File: config.mk
export PLATFORM = sky130hd
export DESIGN_NAME = descrambler
export DESIGN_NICKNAME = d
export VERILOG_FILES = /design/src/rtl/descrambler.sv
export SDC_FILE = /design/constraint.sdc
export NUM_CORES = 1
export LEC_CHECK = 0
export ABC_AREA = 0
export BUFFER_PORTS_ARGS = -buffer_cell sky130_fd_sc_hd__buf_2
export CORE_UTILIZATION = 53
export CTS_CLUSTER_SIZE = 16
export DETAILED_ROUTE_END_ITERATION = 12
export PLACE_DENSITY = 0.8
export SLEW_MARGIN = 20
export SYNTH_ARGS = -nofsm -noshare
export SYNTH_HDL_FRONTEND = slang
export SYNTH_SLANG_ARGS = --single-unit
File: constraint.sdc
create_clock -name clk -period 1.8 [get_ports clk]
set_clock_uncertainty 0.2 [all_clocks]
set_input_delay 0.27 -clock clk [delete_from_list [all_inputs] [get_ports clk]]
set_output_delay 0.27 -clock clk [all_outputs]
set_load 0.02 [all_outputs]
File: src/rtl/descrambler.sv
// 64b/66b receive descrambler (x^58 + x^39 + 1) with a one-deep registered AXI Stream output.
// Define DESCRAMBLER_HIBER_EN to build the invalid-header counter and the hi_ber monitor.
module descrambler #(
  parameter int HIBER_WINDOW = 19531,
  parameter int HIBER_THRESH = 16
) (
  input  logic        clk,
  input  logic        reset_n,
  input  logic [1:0]  s_axis_ttype,
  input  logic [63:0] s_axis_tdata,
  input  logic        s_axis_tvalid,
  output logic        s_axis_tready,
  output logic [1:0]  m_axis_ttype,
  output logic [63:0] m_axis_tdata,
  output logic        m_axis_tvalid,
  input  logic        m_axis_tready,
  input  logic        clr_cnt,
  output logic        hi_ber,
  output logic [15:0] ber_count
);

  logic        accept;
  logic [57:0] scr_reg;
  logic [82:0] x;
  logic [63:0] plain;
  logic [1:0]  ttype_reg;
  logic [63:0] tdata_reg;
  logic        tvalid_reg;

  assign s_axis_tready = !tvalid_reg || m_axis_tready;
  assign accept        = s_axis_tvalid && s_axis_tready;

  // Only the low 25 payload bits can reach back 19 positions into the window.
  assign x = {s_axis_tdata[24:0], scr_reg};

  generate
    for (genvar gi = 0; gi < 64; gi++) begin : g_descr
      assign plain[gi] = s_axis_tdata[gi] ^ x[gi + 19] ^ x[gi];
    end
  endgenerate

  always_ff @(posedge clk or negedge reset_n) begin
    if (!reset_n) begin
      scr_reg    <= '0;
      ttype_reg  <= '0;
      tdata_reg  <= '0;
      tvalid_reg <= 1'b0;
    end else if (accept) begin
      scr_reg    <= s_axis_tdata[63:6];
      ttype_reg  <= s_axis_ttype;
      tdata_reg  <= plain;
      tvalid_reg <= 1'b1;
    end else if (m_axis_tready) begin
      tvalid_reg <= 1'b0;
    end
  end

  assign m_axis_ttype  = ttype_reg;
  assign m_axis_tdata  = tdata_reg;
  assign m_axis_tvalid = tvalid_reg;

`ifdef DESCRAMBLER_HIBER_EN
  localparam int WIN_W = (HIBER_WINDOW > 1) ? $clog2(HIBER_WINDOW) : 1;
  localparam int ERR_W = $clog2(HIBER_THRESH + 1);

  logic             bad;
  logic             win_last;
  logic [WIN_W-1:0] win_reg, win_next;
  logic [ERR_W-1:0] err_reg, err_next;
  logic [ERR_W:0]   err_sum;
  logic             hi_ber_reg, hi_ber_next;
  logic [15:0]      ber_count_reg, ber_count_next;

  assign bad      = (s_axis_ttype[1] == s_axis_ttype[0]);
  assign win_last = (win_reg == WIN_W'(HIBER_WINDOW - 1));
  assign err_sum  = {1'b0, err_reg} + {{ERR_W{1'b0}}, bad};

  always_comb begin
    win_next    = win_reg;
    err_next    = err_reg;
    hi_ber_next = hi_ber_reg;
    if (accept) begin
      if (win_last) begin
        // Window close: the verdict for the next window includes this beat.
        win_next    = '0;
        err_next    = '0;
        hi_ber_next = (err_sum >= (ERR_W + 1)'(HIBER_THRESH));
      end else begin
        win_next = win_reg + WIN_W'(1);
        if (bad && (err_reg < ERR_W'(HIBER_THRESH))) begin
          err_next = err_reg + ERR_W'(1);
        end
        if (err_sum >= (ERR_W + 1)'(HIBER_THRESH)) begin
          hi_ber_next = 1'b1;
        end
      end
    end
  end

  always_comb begin
    ber_count_next = ber_count_reg;
    if (clr_cnt) begin
      ber_count_next = '0;
    end else if (accept && bad && (ber_count_reg != 16'hFFFF)) begin
      ber_count_next = ber_count_reg + 16'd1;
    end
  end

  always_ff @(posedge clk or negedge reset_n) begin
    if (!reset_n) begin
      win_reg       <= '0;
      err_reg       <= '0;
      hi_ber_reg    <= 1'b0;
      ber_count_reg <= '0;
    end else begin
      win_reg       <= win_next;
      err_reg       <= err_next;
      hi_ber_reg    <= hi_ber_next;
      ber_count_reg <= ber_count_next;
    end
  end

  assign hi_ber    = hi_ber_reg;
  assign ber_count = ber_count_reg;
`else
  logic unused_cfg;
  assign unused_cfg = clr_cnt ^ (HIBER_WINDOW == 0) ^ (HIBER_THRESH == 0);
  assign hi_ber     = 1'b0;
  assign ber_count  = '0;
`endif

endmodule

==> results.cfg, run 1 <==
[synth]
synth-seq-cells = 125
ys_warn_count = 0
ys_types = 11
syn_avg_cell_area_um2 = 14.93
ys_seq_area_frac = 0.5097
syn_area_um2 = 6137
netlist_instances = 411
yosys-top-cells-area = dfrtp_1, xnor2_1, mux2_4
yosysTopAreaCell = dfrtp_1
yosys.area.top_type_share = 0.5097

[route]
met3WireLength_um = 570
highest_layer = met4
vias_per_cell = 4.866
drt_wl_total_mm = 12.62
wl_met2_mm = 6.420
vias = 3776
ant_nets = 0
drt_iter0_markers = 88
drc_errors = 0
wl_met1_mm = 5.455
firstDrtPassIters = 4
routedWlPerCell_um = 16.26

[placement]
numPortBuffers = 137
hpwl_mm = 8.214
place.gp.congestion = 0.7273
dp_slack_ns = 0.1207

[sta]
rsz0062_at_grt = no
setup_viol = 0
min_period_over_period = 0.9433
worst_slack_ns = 0.1021
fin_crit_ns = 1.698
slew_viol_final = 0
setup_tns_ns = 0
fmax_mhz = 589.0
hold_violations = 0

[floorplanning]
die_height_um = 109.6
die_width_um = 109.6
std_cell_rows = 38
dieArea_um2 = 12010
coreArea_um2 = 11080
start_util = 0.5540
ios = 156

[pwr]
p_clk_frac = 0.277
leakage_nw = 3.701
vdd_drop_max_mv = 1.227
combPwrFrac = 0.331
p_sw_frac = 0.3182
powerDensity_nw_per_um2 = 1291
seq_power_share = 0.391
p_int_mw = 7.145
power_switching_mw = 3.335
power_mw = 10.48

[final_layout]
syn_to_final_growth_pct = 32.25
layout.cells.most_common = buf_2
fin_nets = 698
regArea_um2 = 3128
multi_input_area_um2 = 2846
fillerInstances = 728
drive_gt1_frac = 0.4654
largest_reg_flops = 64
antennaDiodeCount = 0
layout_common_cells = buf_2, xnor2_1, dfrtp_1, mux2_2, dlygate4sd3_1

[clock_tree]
cts.clk_slew.worst_paths_ns = 0.05
hold_buffers = 63
cts_setup_buffers = 0
post_cts_resized = 0
cts_buffers = 17
clock-sinks = 125
clock_path_buffers = 2
cts_tree = built
cts.root.buffer_cell = clkbuf_16
clk_latency_ns = 0.41
htree_levels = 4

[setup_path]
cp.required_ns = 1.89
path_class = in -> reg
endpoint_kind = flip-flop
cp_max_fo = 21
cp.arrival_ns = 1.79
start_kind = input pin

[run]
max_cap_viol_count = 0

[global_routing]
grt_pass1_wl_mm = 20.10
grtUsageTotal = 0.2273
antenna_found_initial = 0
grt_pass1_vias = 3971
grt_max_degree = 58
overflow = 0

[run_status]
outcome = completed

[min_path]
hold_path_class = in -> reg
[metrics by stage]
stage	hold WS, ns	std cells	area [µm²]	util
floorplan	-0.2256	427	6197	-
global placement	-0.01406	685	6995	0.6315
detailed placement	-0.005955	685	6995	0.6315
CTS	0.05165	776	8117	0.7327
global route	0.08249	776	8117	0.7327
finish	0.07649	776	8117	0.7327
[power groups by stage]
stage	clock network, mW	logic [mW]	registers, mW
after floorplan	0	1.66	4.76
after global placement	0	3.29	4.07
after detailed placement	0	3.36	4.12
after CTS	2.97	3.49	4.09
after global routing	3.10	3.75	4.19
final	2.91	3.47	4.10
[final cells by class]
class                      instances  area share
timing repair buffer             211      0.1819
clock buffer                      25     0.05858
clock inverter                     3    0.001850
tap                              140     0.02158
sequential                       125      0.3854
multi-input combinational        272      0.3507
[Yosys cell counts]
library cell,instances
buf_2,6
buf_4,17
buf_6,7
conb_1,1
dfrtp_1,125
mux2_2,64
mux2_4,60
nand2_2,1
nand2b_1,1
nand2b_4,1
xnor2_1,128
[layer usage]
metal,global-route usage,up-vias
li1,-,1763
met2,0.3886,111
met1,0.2705,1882
met5,0,-
met4,0.08286,0
met3,0.06876,20
[critical path, cell delays in order]
cell,delay [ns]
dlygate4sd3_1,0.53
buf_2,0.16
nand2_8,0.21
buf_4,0.25
mux2_2,0.36
[kinds of logic (layout without fill, tap and decap cells)]
family | Yosys count | after routing | share of synthesized area
xor gates and xnor gates | 128 | 128 | 0.1827
DFF | 125 | 125 | 0.5097
and+or+nand+nor | 3 | 3 | 0.004282
other | 1 | 17 | 0.0006110
muxes | 124 | 124 | 0.2642
buffers and inverters | 30 | 239 | 0.03853
[path summary, 6_finish.rpt]
path	to	startpoint	slack (ns)	cells after the start
setup / recovery	m_axis_tdata[10]	s_axis_tvalid	0.10	5
hold / removal	m_axis_tdata[39]	s_axis_tdata[0]	0.08	3
setup reg to reg	m_axis_tdata[10]	m_axis_tvalid	0.16	4
hold reg to reg	m_axis_tdata[22]	m_axis_tdata[22]	0.30	1
max in group asynchronous	m_axis_tdata[42]	reset_n	0.66	3
min in group asynchronous	m_axis_tdata[47]	reset_n	0.12	2
No activity file was read; power rests on OpenSTA's default activity.
==> run 2: changes to the inputs <==
--- a/config.mk
+++ b/config.mk
@@ -7,10 +7,9 @@
 export LEC_CHECK = 0
 export ABC_AREA = 0
 export BUFFER_PORTS_ARGS = -buffer_cell sky130_fd_sc_hd__buf_2
-export CORE_UTILIZATION = 53
+export CORE_UTILIZATION = 35
 export CTS_CLUSTER_SIZE = 16
 export DETAILED_ROUTE_END_ITERATION = 12
-export PLACE_DENSITY = 0.8
 export SLEW_MARGIN = 20
 export SYNTH_ARGS = -nofsm -noshare
 export SYNTH_HDL_FRONTEND = slang
==> results.cfg, run 2 (synthesized netlist as in run 1, its figures left out) <==
[route]
routedWlPerCell_um = 14.71
ant_nets = 0
drt_iter0_markers = 153
vias_per_cell = 4.372
firstDrtPassIters = 4
drc_errors = 0
vias = 3786
drt_wl_total_mm = 12.74

[sta]
setup_tns_ns = 0
hold_violations = 0
setup_viol = 0
whs_ns = 0.06655
slew_viol_final = 0
min_period_over_period = 0.9229
fin_crit_ns = 1.661
fmax_mhz = 601.9
rsz0062_at_grt = no

[global_routing]
antenna_found_initial = 0
grt_pass1_vias = 3974
grt_pass1_wl_mm = 20.38
grtUsageTotal = 0.1467
grt_max_degree = 42
overflow = 0

[floorplanning]
coreArea_um2 = 17240
die_width_um = 134.4
ios = 156
dieArea_um2 = 18070
std_cell_rows = 48
die_height_um = 134.4
start_util = 0.3561

[run]
max_cap_viol_count = 0

[pwr]
p_int_mw = 7.552
power_switching_mw = 3.373
powerDensity_nw_per_um2 = 1315
p_sw_frac = 0.3087
leakage_nw = 3.744
p_clk_frac = 0.312
power_mw = 10.92
combPwrFrac = 0.314
vdd_drop_max_mv = 0.6602
seq_power_share = 0.374

[min_path]
hold_path_class = in -> reg
min_path_cells = 3
hold_end = m_axis_tdata[2]
worstHoldStart = s_axis_tdata[2]

[final_layout]
largest_reg_flops = 64
fin_cells = 866
layout.cells.most_common = buf_2
fin_nets = 699
syn_to_final_growth_pct = 35.37
final_util = 0.4820
fillerInstances = 1531
antennaDiodeCount = 0
drive_gt1_frac = 0.4696
layout_common_cells = buf_2, xnor2_1, dfrtp_1, mux2_2, dlygate4sd3_1

[setup_path]
path_cells = dlygate4sd3_1 > buf_2 > nand2_8 > buf_4 > mux2_2
start_kind = input pin
reg2reg_from = m_axis_tvalid
r2r_cells = 4
r2r-end = m_axis_tdata[48]
cp.arrival_ns = 1.75
cp_max_fo = 16
cp.required_ns = 1.89
path_class = in -> reg
reg2reg_slack_ns = 0.21
endpoint_kind = flip-flop
crit_slowest_cell = dlygate4sd3_1
slowest_delay_ns = 0.53

[clock_tree]
post_cts_resized = 0
clk_latency_ns = 0.41
hold_buffers = 63
cts_buffers = 17
cts.root.buffer_cell = clkbuf_16
cts_setup_buffers = 0
htree_levels = 4
cts.clk_slew.worst_paths_ns = 0.06
clock-sinks = 125
cts_tree = built
clock_path_buffers = 2

[placement]
hpwl_mm = 9.012
numPortBuffers = 137
place.gp.congestion = 0.7178
dp_cells = 771

[run_status]
outcome = completed
[run 2: cell types whose count changed in the layout (fill, tap and decap cells not counted)]
cell	before	now
buf_12	6	5
buf_4	6	7
buf_6	0	1
bufinv_16	0	3
clkbuf_8	2	1
clkinv_2	3	5
[run 2: worst max path at each step]
| stage | start | end | slack, ns | cells after the start |
|---|---|---|---|---|
| after detailed placement | m_axis_tready | m_axis_tdata[48] | 0.12 | 5 |
| after CTS | s_axis_tvalid | scr_reg[53] | 0.15 | 5 |
| after floorplan | m_axis_tvalid | m_axis_tdata[50] | 0.14 | 5 |
| after global routing | s_axis_tvalid | m_axis_tdata[7] | 0.11 | 5 |
| after global placement | m_axis_tready | scr_reg[53] | 0.13 | 5 |
| final | s_axis_tvalid | m_axis_tdata[48] | 0.14 | 5 |
[run 2: critical path, delay by kind of cell]
family	cells	cell delay, ns
buffers and inverters	3	0.95
muxes	1	0.37
and+or+nand+nor	1	0.17
[run 2: layout make-up]
cell class                      count  area (µm²)  share of cell area
Clock buffer                       24       461.7             0.05557
Tap cell                          225       281.5             0.03389
Sequential cell                   125        3128              0.3765
Multi-Input combinational cell    272        2846              0.3426
Clock inverter                      8       115.1             0.01386
Timing Repair Buffer              212        1475              0.1776
[run 2: stage by stage]
step           area (µm²)  worst slack (ns)
6_report             8308            0.1387
5_1_grt              8308            0.1069
4_1_cts              8308            0.1501
3_5_place_dp         7101            0.1245
3_3_place_gp         7101            0.1323
2_1_floorplan        6197            0.1405
[run 2: power by group through the flow]
| stage | combinational (mW) | clock, mW | sequential (mW) |
|---|---|---|---|
| final | 3.43 | 3.41 | 4.09 |
| after global placement | 3.31 | 0 | 4.09 |
| after global routing | 3.68 | 3.64 | 4.18 |
| after detailed placement | 3.37 | 0 | 4.14 |
| after CTS | 3.49 | 3.51 | 4.10 |
| after floorplan | 1.66 | 0 | 4.76 |
[run 2: per-layer routing]
| metal | global-route usage | up-vias | share of wire |
|---|---|---|---|
| met5 | 0 | - | 0 |
| li1 | - | 1775 | - |
| met3 | 0.03553 | 16 | 0.039 |
| met2 | 0.2381 | 93 | 0.49 |
| met4 | 0.06429 | 0 | 0.015 |
| met1 | 0.1858 | 1902 | 0.45 |
